`src/rtl/spi_master_cfg.sv`:
```
// SPI master with runtime CPOL/CPHA, bit order and transfer length, CS_N active-low selects,
// CS setup/hold measured in SCK half-periods, and a one-cycle done pulse.
module spi_master_cfg #(
    parameter int unsigned DATA_W   = 32,
    parameter int unsigned CS_N     = 2,
    parameter logic [31:0] DIV_COEF = 32'd100,
    parameter int unsigned CS_SETUP = 1,
    parameter int unsigned CS_HOLD  = 1,
    localparam int unsigned NB_W    = $clog2(DATA_W),
    localparam int unsigned CS_W    = (CS_N > 1) ? $clog2(CS_N) : 1
) (
    input  logic              clk_in,
    input  logic              nrst,
    input  logic              request,
    output logic              ready,
    output logic              done,
    input  logic [DATA_W-1:0] data_in,
    output logic [DATA_W-1:0] data_out,
    input  logic [NB_W-1:0]   n_bits,
    input  logic [CS_W-1:0]   cs_sel,
    input  logic              cpol,
    input  logic              cpha,
    input  logic              lsb_first,
    output logic              spi_clk,
    output logic              spi_sdo,
    input  logic              spi_sdi,
    output logic [CS_N-1:0]   spi_cs
);
    typedef enum logic [1:0] {IDLE, SETUP, XFER, HOLD} state_t;

    state_t            state_q, state_d;
    logic [31:0]       div_q, div_d;
    logic [31:0]       cnt_q, cnt_d;
    logic [DATA_W-1:0] tx_q, tx_d, rx_q, rx_d, dout_q, dout_d;
    logic [NB_W-1:0]   n_q, n_d;
    logic              cpol_q, cpol_d, cpha_q, cpha_d, lsb_q, lsb_d;
    logic              clk_q, clk_d, sdo_q, sdo_d, ready_q, ready_d, done_q, done_d;
    logic [CS_N-1:0]   cs_q, cs_d;

    logic              tick, leading, last_tog;
    logic [31:0]       tog;
    logic [NB_W-1:0]   bit_k;

    function automatic logic [NB_W-1:0] bit_pos(input logic [NB_W-1:0] k,
                                                input logic [NB_W-1:0] n,
                                                input logic            lsb);
        return lsb ? k : n - k;
    endfunction

    always_comb begin
        state_d  = state_q;
        cnt_d    = cnt_q;
        tx_d     = tx_q;
        rx_d     = rx_q;
        dout_d   = dout_q;
        n_d      = n_q;
        cpol_d   = cpol_q;
        cpha_d   = cpha_q;
        lsb_d    = lsb_q;
        clk_d    = clk_q;
        sdo_d    = sdo_q;
        cs_d     = cs_q;
        ready_d  = ready_q;
        done_d   = 1'b0;
        tick     = (div_q == DIV_COEF - 32'd1);
        tog      = cnt_q + 32'd1;
        leading  = tog[0];
        last_tog = (tog == ((32'(n_q) + 32'd1) << 1));
        bit_k    = NB_W'(cnt_q >> 1);
        div_d    = (state_q == IDLE || tick) ? '0 : div_q + 32'd1;

        case (state_q)
            IDLE: begin
                clk_d   = cpol;
                ready_d = 1'b1;
                cs_d    = '1;
                if (request && (32'(cs_sel) < CS_N)) begin
                    state_d = SETUP;
                    ready_d = 1'b0;
                    cnt_d   = '0;
                    tx_d    = data_in;
                    rx_d    = '0;
                    n_d     = n_bits;
                    cpol_d  = cpol;
                    cpha_d  = cpha;
                    lsb_d   = lsb_first;
                    cs_d    = ~(CS_N'(1) << cs_sel);
                    if (!cpha) sdo_d = data_in[bit_pos(NB_W'(0), n_bits, lsb_first)];
                end
            end
            SETUP: begin
                clk_d = cpol_q;
                if (tick) begin
                    if (cnt_q + 32'd1 == CS_SETUP) begin
                        state_d = XFER;
                        cnt_d   = '0;
                    end else begin
                        cnt_d = cnt_q + 32'd1;
                    end
                end
            end
            XFER: begin
                if (tick) begin
                    clk_d = ~clk_q;
                    cnt_d = tog;
                    // sample edge is leading for cpha=0, trailing for cpha=1
                    if (leading ^ cpha_q) rx_d[bit_pos(bit_k, n_q, lsb_q)] = spi_sdi;
                    if (cpha_q && leading)
                        sdo_d = tx_q[bit_pos(bit_k, n_q, lsb_q)];
                    else if (!cpha_q && !leading && !last_tog)
                        sdo_d = tx_q[bit_pos(bit_k + NB_W'(1), n_q, lsb_q)];
                    if (last_tog) begin
                        state_d = HOLD;
                        cnt_d   = '0;
                    end
                end
            end
            HOLD: begin
                clk_d = cpol_q;
                if (tick) begin
                    if (cnt_q + 32'd1 == CS_HOLD) begin
                        state_d = IDLE;
                        cnt_d   = '0;
                        done_d  = 1'b1;
                        ready_d = 1'b1;
                        cs_d    = '1;
                        dout_d  = rx_q;
                    end else begin
                        cnt_d = cnt_q + 32'd1;
                    end
                end
            end
            default: state_d = IDLE;
        endcase
    end

    always_ff @(posedge clk_in or negedge nrst) begin
        if (!nrst) begin
            state_q <= IDLE;
            div_q   <= '0;
            cnt_q   <= '0;
            tx_q    <= '0;
            rx_q    <= '0;
            dout_q  <= '0;
            n_q     <= '0;
            cpol_q  <= 1'b0;
            cpha_q  <= 1'b0;
            lsb_q   <= 1'b0;
            clk_q   <= 1'b0;
            sdo_q   <= 1'b0;
            cs_q    <= '1;
            ready_q <= 1'b1;
            done_q  <= 1'b0;
        end else begin
            state_q <= state_d;
            div_q   <= div_d;
            cnt_q   <= cnt_d;
            tx_q    <= tx_d;
            rx_q    <= rx_d;
            dout_q  <= dout_d;
            n_q     <= n_d;
            cpol_q  <= cpol_d;
            cpha_q  <= cpha_d;
            lsb_q   <= lsb_d;
            clk_q   <= clk_d;
            sdo_q   <= sdo_d;
            cs_q    <= cs_d;
            ready_q <= ready_d;
            done_q  <= done_d;
        end
    end

    assign ready    = ready_q;
    assign done     = done_q;
    assign data_out = dout_q;
    assign spi_clk  = clk_q;
    assign spi_sdo  = sdo_q;
    assign spi_cs   = cs_q;

endmodule

```
`config.mk`:
```
export PLATFORM = sky130hd
export DESIGN_NAME = spi_master_cfg
export DESIGN_NICKNAME = d
export VERILOG_FILES = /design/src/rtl/spi_master_cfg.sv
export SDC_FILE = /design/constraint.sdc
export NUM_CORES = 1
export LEC_CHECK = 0
export CORE_UTILIZATION = 35
export DETAILED_ROUTE_END_ITERATION = 10
export GPL_TIMING_DRIVEN = 1
export PLACE_DENSITY_LB_ADDON = 0.15
export SETUP_SLACK_MARGIN = 0.02
export SLEW_MARGIN = 20
export SYNTH_ARGS = -nofsm -noshare
export SYNTH_HDL_FRONTEND = slang
export SYNTH_SLANG_ARGS = --single-unit
```
`constraint.sdc`:
```
create_clock -name clk_in -period 4.5 [get_ports clk_in]
set_input_delay 0.675 -clock clk_in [delete_from_list [all_inputs] [get_ports clk_in]]
set_output_delay 0.675 -clock clk_in [all_outputs]
set_load 0.02 [all_outputs]
```
==> results.sh, run 1 <==
export IMPL_clk_pin_slew_ps=80
export IMPL_drive_gt1_share_pct=11.91
export IMPL_grt_pass1_vias=8434
export IMPL_areaGrowthSynthToFinish_pct=17.82
export IMPL_syn_area_sq_um=10320
export IMPL_fillers=2927
export IMPL_grt_first_pass_wirelength_um=46220
export IMPL_antennaDiodeCount=0
export IMPL_numPortBuffers=82
export IMPL_grt_max_degree=93
export IMPL_synth_top_area_share_pct=41.95
export IMPL_syn_area_per_cell_sq_um=9.164
export IMPL_ys_seq_area_share_pct=42.72
export IMPL_initial_utilization_pct=35.76
export IMPL_whs_ps=327.7
export IMPL_htreeDepth=4
export IMPL_cts_resized=0
export IMPL_grtUsageTotal_pct=19.11
export IMPL_post_cts_buffers=0
export IMPL_synthDistinctLibCells=67
export IMPL_avgRoutedWirePerCell_um=17.62
export IMPL_vias=8644
export IMPL_timing_final_crit_share_pct=93.64
export IMPL_clock_sinks=176
export IMPL_ant_nets=0
export IMPL_gp_congestion=0.8481
export IMPL_min_path_type="in -> async"
export IMPL_maxCapViolations=0
export IMPL_p_per_area_nw_per_um2=262.6
export IMPL_drt_total_wl_um=27930
export IMPL_finalHoldViolCount=0
export IMPL_syn_inst=1126
export IMPL_num_rows=62
export IMPL_slew_violations=0
export IMPL_final_seq_area_sq_um=4408
export IMPL_insertion_delay_ps=440
export IMPL_critPathCaptureType="flip-flop"
export IMPL_synth_fp_nets=1192
export IMPL_dr_pass1_iters=5
export IMPL_tightestPinTransition_ps=1039
export IMPL_max_vdd_ir_drop_v=0.0002297
export IMPL_vias_per_cell=5.454
export IMPL_fin_crit_ps=4214
export IMPL_setup_violations=0
export IMPL_yosysMostFrequentCell="nand2_1"
export IMPL_final_util_pct=42.13
export IMPL_drc=0
export IMPL_multiInputGateArea_sq_um=5500
export IMPL_skew_ps=14.73
export IMPL_drt_iter0_drc=491
export IMPL_cts_tree="built"
export IMPL_worstPathMaxFanout=19
export IMPL_crit_required_ps=4830
export IMPL_io_pins=83
export IMPL_synth_top_cell_by_area="dfrtp_1"
export IMPL_clockRootBuffer="clkbuf_16"
export IMPL_fmax_ghz=0.2373
export IMPL_grt_ovfl_total=0
export IMPL_ctsLongestPathBuffers=2
export IMPL_cts_made_buffers=17
export IMPL_nNetsFinal=1254
export IMPL_synthTopCellsByCount="180 x nand2_1, 173 x dfrtp_1, 98 x o21ai_0"
export IMPL_synth_yosys_warnings=0
export IMPL_ys_flop_type="dfrtp_1"
export IMPL_ys_ff_latch=176
export IMPL_die_h_um=173.7
export IMPL_fp_dieW_um=173.7
export IMPL_p_leak_nw=5.363
export IMPL_fin_setup_tns_ps=0
export IMPL_status="completed"
export IMPL_arrival_ps=4540
export IMPL_die_area_sq_um=30170
export IMPL_start_kind="flip-flop"
export IMPL_synth_edf_count=0
export IMPL_holdBufCountCts=0
export IMPL_ys_async_sr_fraction_pct=100.0
export IMPL_rsz0062_at_grt="false"
export IMPL_maxSlewHeadroom_pct=30.26
export IMPL_ys_top_cells_by_area="dfrtp_1 42%, nand2_1 6.5%, o21ai_0 4.8%, mux2_2 4.4%, a22o_1 3.6%"
export IMPL_core_sq_um=28860
export IMPL_dpl_hpwl_um=19450
export IMPL_antenna_found_initial=0
export IMPL_crit_type="reg -> reg"
flip-flops by register name, indices dropped and copies added, names as in the netlist:
register,flops
n_q,5
div_q,32
cpha_q,1
spi_cs,2
cnt_q,32
lsb_q,1
spi_clk,1
rx_q,32
cpol_q,1
ready,1
data_out,32
state_q,2
spi_sdo,1
done,1
tx_q,32
worst paths after layout:
kind                       slack (ps)                startpoint                       end  cells past startpoint
max in group asynchronous        3060                      nrst        cpha_q$_DFFE_PN0P_                      2
min in group clk_in               480  data_out[30]$_DFFE_PN0P_  data_out[30]$_DFFE_PN0P_                      2
min reg2reg                       480  data_out[30]$_DFFE_PN0P_  data_out[30]$_DFFE_PN0P_                      2
max                               290      cnt_q[1]$_DFFE_PN0P_     cnt_q[23]$_DFFE_PN0P_                     11
min                               330                      nrst      rx_q[27]$_DFFE_PN0P_                      1
max reg2reg                       290      cnt_q[1]$_DFFE_PN0P_     cnt_q[23]$_DFFE_PN0P_                     11
where the power goes:
part | total [mW] | switching (mW) | internal, mW
logic | 0.117 | 0.0659 | 0.0508
clock network | 1.50 | 0.747 | 0.749
registers | 1.58 | 0 | 1.58
area by class of cell:
type | count | area share, %
Multi-Input combinational cell | 850 | 45.24
Sequential cell | 176 | 36.26
Timing Repair Buffer | 114 | 8.737
Tap cell | 384 | 3.952
Clock buffer | 17 | 3.499
Clock inverter | 15 | 1.379
Inverter | 29 | 0.9365
per-layer routing:
layer  GRT usage, %  up-vias  share of wire [%]
met5              0        -                  0
met4          4.313        0               0.89
met3          2.522       17                3.4
met2          31.12      181                 47
met1          26.95     4269                 49
li1               -     4177                  -
cell families after synthesis:
kind of cell,after synthesis,share of synthesized area (%)
adders and majority gates,21,2.692
and+or+nand+nor,428,19.87
buffers and inverters,100,4.220
xor gates and xnor gates,59,5.008
DFF,176,42.72
muxes,69,7.785
AOI/OAI and AO/OA,273,17.70
worst max-delay path: stages (launching register included):
cell and delay (ps):
dfrtp_1 470, ha_1 210, nand4_1 180, or4_1 710, nor2_1 210, a211oi_1 90, or4_1 550, or4_4 600
o22ai_2 260, a21o_4 340, nor2_2 210, a22o_1 270
metrics by stage:
stage               cells  total power, mW  setup slack, ps  cell area, sq um
floorplan            1126            1.639            731.6             10320
global placement     1553            1.731            350.3             11560
detailed placement   1553            1.731            284.5             11560
CTS                  1585            3.237            277.5             12160
global route         1585            3.310            90.91             12160
finish               1585            3.193            286.1             12160
placed cells by master (no fill, tap or decap), types with 5 or more instances in the layout:
master / synthesis / routed
a211oi_1: 21 / 21
a21o_1: 10 / 10
a21oi_1: 28 / 28
a22o_1: 43 / 43
a2bb2oi_2: 5 / 5
a31oi_1: 12 / 12
and2_1: 13 / 13
and3_1: 15 / 15
and4_1: 7 / 7
buf_4: 1 / 32
clkbuf_16: 0 / 17
clkdlybuf4s50_1: 0 / 81
dfrtp_1: 173 / 173
ha_1: 19 / 19
inv_1: 28 / 28
inv_8: 0 / 5
mux2_2: 40 / 40
mux2i_1: 24 / 21
mux4_2: 5 / 5
nand2_1: 180 / 179
nand2b_1: 5 / 5
nand3_1: 40 / 40
nand4_1: 22 / 22
nor2_1: 62 / 62
nor2b_1: 11 / 11
nor3_1: 22 / 22
nor3b_1: 5 / 5
nor4_1: 14 / 14
o21a_1: 5 / 5
o21ai_0: 98 / 98
o21ai_1: 10 / 7
o22ai_1: 5 / 5
o31ai_1: 6 / 6
or2_2: 5 / 5
or3_1: 15 / 15
or4_1: 5 / 5
xnor2_1: 33 / 33
xor2_1: 26 / 26
(Power assumes the default switching activity.)
==> run 2, diff against run 1 <==
--- a/config.mk
+++ b/config.mk
@@ -6,6 +6,7 @@
 export NUM_CORES = 1
 export LEC_CHECK = 0
 export CORE_UTILIZATION = 35
+export CTS_BUF_LIST = sky130_fd_sc_hd__clkbuf_4 sky130_fd_sc_hd__clkbuf_8
 export DETAILED_ROUTE_END_ITERATION = 10
 export GPL_TIMING_DRIVEN = 1
 export PLACE_DENSITY_LB_ADDON = 0.15
==> run 2 against run 1 <==
  * Critical endpoint unchanged
  * Clock skew up 6.3 ps
  * Clock power down 25%
  * Fmax down 0.63%
  * Combinational power about the same
  * Total power down 12%
  * Core utilization down 0.66 points
  * Wire length up 0.15%
  * Critical path depth unchanged
  * Via count up 0.29%
==> results.sh, run 2 (synthesis results as in run 1) <==
export IMPL_fin_crit_ps=4241
export IMPL_die_area_sq_um=30170
export IMPL_layout_commonest_cell="nand2_1"
export IMPL_power_total_mw=2.821
export IMPL_insertion_delay_ps=480
export IMPL_areaGrowthSynthToFinish_pct=15.97
export IMPL_arrival_ps=4610
export IMPL_clockRootBuffer="clkbuf_8"
export IMPL_timing_final_crit_share_pct=94.24
export IMPL_crit_required_ps=4870
export IMPL_drt_iter0_drc=483
export IMPL_dpl_hpwl_um=19450
export IMPL_crit_top_cell="or4_1"
export IMPL_dr_pass1_iters=6
export IMPL_layout_common_cells="179 x nand2_1, 173 x dfrtp_1, 98 x o21ai_0"
export IMPL_maxSlewHeadroom_pct=29.80
export IMPL_vias_per_cell=5.469
export IMPL_ctsLongestPathBuffers=2
export IMPL_vias=8669
export IMPL_crit_type="reg -> reg"
export IMPL_fp_dieW_um=173.7
export IMPL_drive_gt1_share_pct=11.91
export IMPL_avgRoutedWirePerCell_um=17.65
export IMPL_tightestPinTransition_ps=1046
export IMPL_num_rows=62
export IMPL_skew_ps=21.08
export IMPL_antennaDiodeCount=0
export IMPL_cpPeakStageDelay_ps=720
export IMPL_grt_first_pass_wirelength_um=46170
export IMPL_htreeDepth=4
export IMPL_clk_pin_slew_ps=110
export IMPL_holdBufCountCts=0
export IMPL_cts_resized=0
export IMPL_die_h_um=173.7
export IMPL_initial_utilization_pct=35.76
export IMPL_grt_pass1_vias=8422
export IMPL_fin_setup_tns_ps=0
export IMPL_finalHoldViolCount=0
export IMPL_min_path_type="in -> async"
export IMPL_setup_violations=0
export IMPL_critPathCaptureType="flip-flop"
export IMPL_maxCapViolations=0
export IMPL_core_sq_um=28860
export IMPL_grtUsageTotal_pct=19.11
export IMPL_antenna_found_initial=0
export IMPL_max_vdd_ir_drop_v=0.0001610
export IMPL_start_kind="flip-flop"
export IMPL_gp_congestion=0.8481
export IMPL_worstPathMaxFanout=19
export IMPL_whs_ps=280.8
export IMPL_p_leak_nw=5.276
export IMPL_cts_tree="built"
export IMPL_grt_ovfl_total=0
export IMPL_slowest_stage="or4_1"
export IMPL_numPortBuffers=82
export IMPL_cp_cell_sequence="ha_1 -> nand4_1 -> or4_1 -> nor2_1 -> a211oi_1 -> or4_1 -> or4_4 -> o22ai_2 -> a21o_4 -> nor2_2 -> a22o_1"
export IMPL_clock_sinks=176
export IMPL_slew_violations=0
export IMPL_drt_total_wl_um=27970
export IMPL_cts_made_buffers=17
export IMPL_grt_max_degree=93
export IMPL_fmax_ghz=0.2358
export IMPL_p_per_area_nw_per_um2=235.7
export IMPL_status="completed"
export IMPL_io_pins=83
export IMPL_drc=0
export IMPL_post_cts_buffers=0
export IMPL_ant_nets=0
export IMPL_rsz0062_at_grt="false"
export IMPL_nNetsFinal=1254
## run 2: critical path: cells and delay by family, from the launching register on
family / cells / cell delay (ps)
AO/OA/AOI/OAI: 4 / 970
adder cells (fa/ha/maj): 1 / 210
flip-flops: 1 / 480
AND/OR/NAND/NOR: 6 / 2470
## run 2: path summary, 6_finish.rpt
check                                              start                       end  slack, ps  cells after the start
worst max-delay path                cnt_q[1]$_DFFE_PN0P_     cnt_q[23]$_DFFE_PN0P_        260                     11
worst min-delay path                                nrst      rx_q[27]$_DFFE_PN0P_        280                      1
worst max register to register      cnt_q[1]$_DFFE_PN0P_     cnt_q[23]$_DFFE_PN0P_        260                     11
worst min register to register  data_out[30]$_DFFE_PN0P_  data_out[30]$_DFFE_PN0P_        480                      2
max in group asynchronous                           nrst        cpha_q$_DFFE_PN0P_       3090                      2
min in group clk_in             data_out[30]$_DFFE_PN0P_  data_out[30]$_DFFE_PN0P_        480                      2
## run 2: power by group
part	internal [mW]	switching, mW
sequential	1.58	0
combinational	0.0508	0.0657
clock	0.423	0.701
## run 2: area by class of cell
type | instances | area [sq um]
well taps | 384 | 480.5
repair buffers | 114 | 1062
clock inverters | 15 | 167.7
inverters | 29 | 113.9
clock buffers | 17 | 234.0
flip-flops and latches | 176 | 4408
multi-input cells | 850 | 5500
fillers | 2953 | 16890
## run 2: per-layer routing
metal	up-vias	GRT usage [%]	share of wire (%)	routed length [um]
li1	4169	-	-	-
met1	4289	26.77	48	13560
met2	186	31.02	46	13010
met3	25	3.004	3.8	1064
met4	0	4.240	1.2	339
met5	-	0	0	0
## run 2: through the flow
step                      area [sq um]  util, %  instances  worst slack (ps)
after global routing             11970    41.47       1585             90.94
after CTS                        11970    41.47       1585             273.2
after detailed placement         11560    40.08       1553             284.5
after global placement           11560    40.08       1553             350.3
after floorplan                  10320        -       1126             731.6
final                            11970    41.47       1585             259.4
